--- src/rtl/wb_burst_master.sv ---
// wb_burst_master
// Wishbone B3 master engine. Accepts one command (start address, direction,
// byte selects, beat count) and runs it as a classic single-beat cycle or as
// an incrementing burst with registered bus outputs. Handles wb_rty_i by
// re-issuing the beat after a one-cycle gap, fails on bus error, an exhausted
// retry budget or a stalled beat, and reports the outcome with done/error.
//
// Ports
//   wb_clk, wb_rst_n      clock, synchronous active-low reset
//   wb_adr_o..wb_bte_o    registered Wishbone master outputs
//   wb_dat_i, wb_ack_i,
//   wb_err_i, wb_rty_i    Wishbone slave responses
//   start, address, write,
//   selection, burst_len  command; taken only while busy=0
//   wr_data, wr_next      write data source handshake (wr_next is combinational)
//   rd_data, rd_valid     registered read data, one pulse per acked read beat
//   busy, done            command in progress / one-cycle end-of-command pulse
//   error, err_code       outcome, held until the next accepted command
module wb_burst_master #(
    parameter int DW        = 32,
    parameter int AW        = 32,
    parameter int MAX_BURST = 16,
    parameter int RETRY_MAX = 3,
    parameter int TIMEOUT   = 255
) (
    input  logic                         wb_clk,
    input  logic                         wb_rst_n,
    output logic [AW-1:0]                wb_adr_o,
    output logic [DW-1:0]                wb_dat_o,
    output logic [DW/8-1:0]              wb_sel_o,
    output logic                         wb_we_o,
    output logic                         wb_cyc_o,
    output logic                         wb_stb_o,
    output logic [2:0]                   wb_cti_o,
    output logic [1:0]                   wb_bte_o,
    input  logic [DW-1:0]                wb_dat_i,
    input  logic                         wb_ack_i,
    input  logic                         wb_err_i,
    input  logic                         wb_rty_i,
    input  logic                         start,
    input  logic [AW-1:0]                address,
    input  logic                         write,
    input  logic [DW/8-1:0]              selection,
    input  logic [$clog2(MAX_BURST)-1:0] burst_len,
    input  logic [DW-1:0]                wr_data,
    output logic                         wr_next,
    output logic [DW-1:0]                rd_data,
    output logic                         rd_valid,
    output logic                         busy,
    output logic                         done,
    output logic                         error,
    output logic [1:0]                   err_code
);

    localparam int SW = DW / 8;
    localparam int BW = $clog2(MAX_BURST);
    localparam int RW = (RETRY_MAX > 0) ? $clog2(RETRY_MAX + 1) : 1;
    localparam int TW = (TIMEOUT > 0) ? $clog2(TIMEOUT + 1) : 1;

    localparam logic [RW-1:0] RTY_LIM  = RW'(RETRY_MAX);
    localparam logic [TW-1:0] TMO_LAST = TW'((TIMEOUT > 0) ? TIMEOUT - 1 : 0);

    localparam logic [1:0] CODE_BUS = 2'b01;
    localparam logic [1:0] CODE_RTY = 2'b10;
    localparam logic [1:0] CODE_TMO = 2'b11;

    typedef enum logic [1:0] {IDLE, BEAT, RTY_GAP, FIN} state_t;

    state_t        state, state_n;
    logic [BW-1:0] beat, blen;
    logic [RW-1:0] rty_cnt;
    logic [TW-1:0] tmo_cnt;
    logic          fail;
    logic [1:0]    fail_code;
    logic          ev_err, ev_rty, ev_ack, last_beat, rty_exhausted, tmo_hit;

    // Cycle type for beat idx of a command with len+1 beats.
    function automatic logic [2:0] cti_for(input logic [BW-1:0] idx, input logic [BW-1:0] len);
        if (len == '0)
            return 3'b000;
        else if (idx == len)
            return 3'b111;
        else
            return 3'b010;
    endfunction

    // Responses only count while strobed; err outranks rty, rty outranks ack.
    assign ev_err        = wb_stb_o & wb_err_i;
    assign ev_rty        = wb_stb_o & ~wb_err_i & wb_rty_i;
    assign ev_ack        = wb_stb_o & ~wb_err_i & ~wb_rty_i & wb_ack_i;
    assign last_beat     = (beat == blen);
    assign rty_exhausted = (rty_cnt == RTY_LIM);
    assign tmo_hit       = (TIMEOUT != 0) && wb_stb_o && !wb_err_i && !wb_rty_i && !wb_ack_i
                           && (tmo_cnt == TMO_LAST);

    // An ack masked by err/rty does not consume a write word.
    assign wr_next  = ev_ack & wb_we_o & ~last_beat;
    assign busy     = (state != IDLE);
    assign done     = (state == FIN);
    assign wb_bte_o = 2'b00;

    always_ff @(posedge wb_clk) begin
        if (!wb_rst_n)
            state <= IDLE;
        else
            state <= state_n;
    end

    always_comb begin
        state_n   = state;
        fail      = 1'b0;
        fail_code = 2'b00;
        case (state)
            IDLE: begin
                if (start)
                    state_n = BEAT;
            end
            BEAT: begin
                if (ev_err) begin
                    state_n   = FIN;
                    fail      = 1'b1;
                    fail_code = CODE_BUS;
                end else if (ev_rty) begin
                    if (rty_exhausted) begin
                        state_n   = FIN;
                        fail      = 1'b1;
                        fail_code = CODE_RTY;
                    end else begin
                        state_n = RTY_GAP;
                    end
                end else if (ev_ack) begin
                    if (last_beat)
                        state_n = FIN;
                end else if (tmo_hit) begin
                    state_n   = FIN;
                    fail      = 1'b1;
                    fail_code = CODE_TMO;
                end
            end
            RTY_GAP: state_n = BEAT;
            FIN:     state_n = IDLE;
            default: state_n = IDLE;
        endcase
    end

    always_ff @(posedge wb_clk) begin
        if (!wb_rst_n) begin
            wb_adr_o <= '0;
            wb_dat_o <= '0;
            wb_sel_o <= '0;
            wb_we_o  <= 1'b0;
            wb_cyc_o <= 1'b0;
            wb_stb_o <= 1'b0;
            wb_cti_o <= 3'b000;
            rd_data  <= '0;
            rd_valid <= 1'b0;
            error    <= 1'b0;
            err_code <= 2'b00;
            beat     <= '0;
            blen     <= '0;
            rty_cnt  <= '0;
            tmo_cnt  <= '0;
        end else begin
            rd_valid <= 1'b0;
            // cyc and stb track the beat state one edge ahead, so the retry
            // gap and the drop after the final response fall out naturally.
            wb_cyc_o <= (state_n == BEAT);
            wb_stb_o <= (state_n == BEAT);
            case (state)
                IDLE: begin
                    if (start) begin
                        wb_adr_o <= address;
                        wb_dat_o <= wr_data;
                        wb_sel_o <= selection;
                        wb_we_o  <= write;
                        wb_cti_o <= cti_for('0, burst_len);
                        blen     <= burst_len;
                        beat     <= '0;
                        rty_cnt  <= '0;
                        tmo_cnt  <= '0;
                        error    <= 1'b0;
                        err_code <= 2'b00;
                    end
                end
                BEAT: begin
                    if (fail) begin
                        error    <= 1'b1;
                        err_code <= fail_code;
                    end
                    if (ev_rty) begin
                        if (!rty_exhausted)
                            rty_cnt <= rty_cnt + RW'(1);
                        tmo_cnt <= '0;
                    end else if (ev_ack) begin
                        if (!wb_we_o) begin
                            rd_data  <= wb_dat_i;
                            rd_valid <= 1'b1;
                        end
                        if (!last_beat) begin
                            wb_adr_o <= wb_adr_o + AW'(SW);
                            wb_dat_o <= wr_data;
                            wb_cti_o <= cti_for(beat + BW'(1), blen);
                            beat     <= beat + BW'(1);
                            rty_cnt  <= '0;
                            tmo_cnt  <= '0;
                        end
                    end else if (!ev_err) begin
                        tmo_cnt <= tmo_cnt + TW'(1);
                    end
                end
                FIN: wb_cti_o <= 3'b000;
                default: ;
            endcase
        end
    end

endmodule

--- config.mk ---
export PLATFORM = sky130hd
export DESIGN_NAME = wb_burst_master
export DESIGN_NICKNAME = d
export VERILOG_FILES = /design/src/rtl/wb_burst_master.sv
export SDC_FILE = /design/constraint.sdc
export NUM_CORES = 1
export LEC_CHECK = 0
export ABC_AREA = 1
export CAP_MARGIN = 15
export CORE_MARGIN = 1.5
export CORE_UTILIZATION = 35
export CTS_BUF_LIST = sky130_fd_sc_hd__clkbuf_8
export DETAILED_ROUTE_END_ITERATION = 12
export PLACE_DENSITY_LB_ADDON = 0.12
export SLEW_MARGIN = 20
export SYNTH_ARGS = -nofsm -noshare
export SYNTH_HDL_FRONTEND = slang
export SYNTH_SLANG_ARGS = --single-unit
--- constraint.sdc ---
create_clock -name wb_clk -period 2.1 [get_ports wb_clk]
set_clock_uncertainty 0.1 [all_clocks]
set_input_delay 0.315 -clock wb_clk [delete_from_list [all_inputs] [get_ports wb_clk]]
set_output_delay 0.315 -clock wb_clk [all_outputs]
set_load 0.005 [all_outputs]
==> metrics.md <==
| Metric | Value |
|---|---|
| Seq/Total Area, Yosys | `40.50%` |
| Starting Density | `36.20%` |
| Initial antenna violation count | `1` |
| Clk pin slew, worst setup/hold paths | `0.08 ns` |
| Buffers on Ports | `223` |
| CP Max Fanout | `5` |
| Design Area, Final | `9329 um^2` |
| Die Y | `137.5 um` |
| Fin. max-slew vios | `0` |
| Row count | `48` |
| Cells after Synth | `952` |
| RSZ-0062 raised after global routing | `no` |
| Layout Nets | `1302` |
| Main synth FF type | `dfxtp_1` |
| Worst slew pin tran | `0.6077 ns` |
| CP max-delay cell | `dfxtp_4` |
| Final number of hold-violating endpoints | `0` |
| Detailed Route WL | `19880 um` |
| Final Critical Period | `1.995 ns` |
| Worst relative slew slack | `59.42%` |
| Number of global-route vias before repair | `6558` |
| Hold Path Class | `in2reg` |
| Per-cell routed wire length | `13.96 um` |
| H-tree lvl count | `4` |
| Drt first pass iters | `4` |
| Cell leakage power | `3.728 nW` |
| Setup crit end kind | `output pin` |
| CP cell instances | `inv_1, nand2_1, nand2_2, nor2_4, nand2_1, nand2_1, nor2_1, dlygate4sd2_1` |
| Routability Congestion | `0.8601` |
| Filler Cell Count | `1760` |
| Largest net degree at the start of global routing | `62` |
| ANT cells | `0` |
| Fin crit share | `95.01%` |
| Syn avg cell area | `6.646 um^2` |
| Yosys reg bits | `128` |
| TNS Setup | `0 ns` |
| Max stage delay on crit path | `0.37 ns` |
| Final ANT Viol Nets | `0` |
| VDD IR-drop max | `355.0 uV` |
| Area share of the largest cell type after synthesis | `40.50%` |
| CP arrival | `1.58 ns` |
| GRT Total Usage | `21.31%` |
| CTS Root Cell | `clkbuf_8` |
| I/O pin cnt | `226` |
| Most frequent cell after synthesis | `nor2_1` |
| Number of enable flip-flop cells after synthesis | `0` |
| Synth warn | `0` |
| Status | `finished clean` |
| Area leader, netlist | `dfxtp_1` |
| Dpl cell area | `8881 um^2` |
| Hold buffers post-CTS | `0` |
| Vias per Instance | `4.756` |
| Crit path launch type | `flip-flop` |
| Post-DP HPWL | `14220 um` |
| Async SR Flop Fraction | `0%` |
| Starting DRC count in detailed routing | `327` |
| Post-Layout Cell Count | `1424` |
| Setup CP Type | `reg2out` |
| TritonCTS clock tree | `done` |
| Max Cap Viol | `0` |
| Die Wd | `137.5 um` |
| Clock Tree Buf Depth | `2` |
| Core area | `17480 um^2` |
| F_max | `0.5012 GHz` |
| Final setup fails | `0` |
| WP data required | `1.68 ns` |
| Global-route wire length before repair | `31510 um` |
| Worst path most repeated cell | `nand2_1` |
| Syn Std Cell Area | `6327 um^2` |
| Sink Count | `128` |
| PD cells | `693.9 nW/um^2` |
| Number of remaining DRC errors | `0` |
| Layout cells sized above 1 | `9.008%` |
| Vias | `6773` |
| Total gr overflow | `0` |
| Area contributors post-synth | `dfxtp_1 40%, nor2_1 15%, nand2_1 11%` |
| Layout area overhead | `47.44%` |
| Die area | `18890 um^2` |
| Post-synth top cells | `250 x nor2_1, 180 x nand2_1, 128 x dfxtp_1` |
| # placed instances | `1388` |
| TritonCTS Buffers | `17` |
| Yosys cell types | `38` |
| Clock Latency Late Sink | `0.45 ns` |
## routing by layer
metal | up-vias | part of all wire [%] | GRT usage (%)
met1 | 3031 | 45 | 26.22
met4 | 2 | 2.1 | 8.187
met5 | - | 0.060 | 0
met3 | 29 | 7.1 | 6.733
met2 | 187 | 46 | 34.67
li1 | 3524 | - | -
## what timing repair did
action | CTS | global route
pin swaps | 1 | 3
setup endpoints to repair | 2 | 1
buffers inserted | 1 | 3
endpoints found under the hold margin | 0 | 0
gates resized for setup | 11 | 5
## cell families (layout without fill, tap and decap cells)
group | count (synthesis) | after routing | synth area share (%)
and+or+nand+nor | 545 | 545 | 36.58
AOI/OAI and AO/OA | 154 | 154 | 12.95
DFF | 128 | 128 | 40.50
buffers and inverters | 114 | 360 | 8.226
adders and majority gates | 5 | 5 | 0.9887
xor gates and xnor gates | 5 | 5 | 0.6922
other | 1 | 2 | 0.05927
## power by group
part	switching, mW	internal [mW]
clock	1.06	0.997
combinational	0.741	0.856
sequential	0.185	2.64
## cell type report
type,count,area [um^2],area share [%]
Multi-Input combinational cell,711,3274,35.10
Sequential cell,128,2580,27.66
Timing Repair Buffer,259,2559,27.43
Tap cell,225,281.5,3.018
Clock buffer,19,261.5,2.803
Inverter,69,259.0,2.776
Clock inverter,13,113.9,1.220
## flip-flops by register name, indices dropped and copies added, names as in the netlist, 4 cells and up
| signal | cells |
|---|---|
| beat | 4 |
| blen | 4 |
| rd_data | 32 |
| tmo_cnt | 8 |
| wb_adr_o | 32 |
| wb_dat_o | 32 |
| wb_sel_o | 4 |
## per-stage QoR
| step | power (mW) | setup WS, ns | util (%) | hold slack [ns] |
|---|---|---|---|---|
| 3_3_place_gp | 4.435 | -0.02548 | 50.82 | 0.3559 |
| 2_1_floorplan | 3.610 | 0.3934 | - | 0.3484 |
| 4_1_cts | 6.540 | 0.01220 | 53.19 | 0.2161 |
| 3_5_place_dp | 4.444 | -0.02614 | 50.82 | 0.3594 |
| 6_report | 6.473 | 0.1048 | 53.38 | 0.2479 |
| 5_1_grt | 6.850 | 0.001973 | 53.38 | 0.2505 |
## final timing paths
kind | start | endpoint | slack [ns] | cells after the start
setup reg to reg | beat[0] | wb_adr_o[11] | 0.21 | 10
hold / removal | wb_rst_n | error | 0.25 | 3
hold reg to reg | err_code[0] | err_code[0] | 0.37 | 2
setup / recovery | beat[0] | wr_next | 0.10 | 8
## critical path: cells and delay by family, from the launching register on
family	cells	cell delay [ns]
simple gates	6	0.46
buf+inv	2	0.34
flops	1	0.37
## cell usage in the layout, fill, tap and decap left out, types with 11 or more instances in the layout
cell / count
nor2_1: 250
buf_4: 31
o21ai_0: 83
clkdlybuf4s50_1: 221
o21ai_1: 17
nand4_1: 11
nor3_1: 14
inv_1: 64
dfxtp_1: 120
nand2_1: 179
clkbuf_8: 19
nand3_1: 60
a21oi_1: 42
No activity file was read; power rests on OpenSTA's default activity.
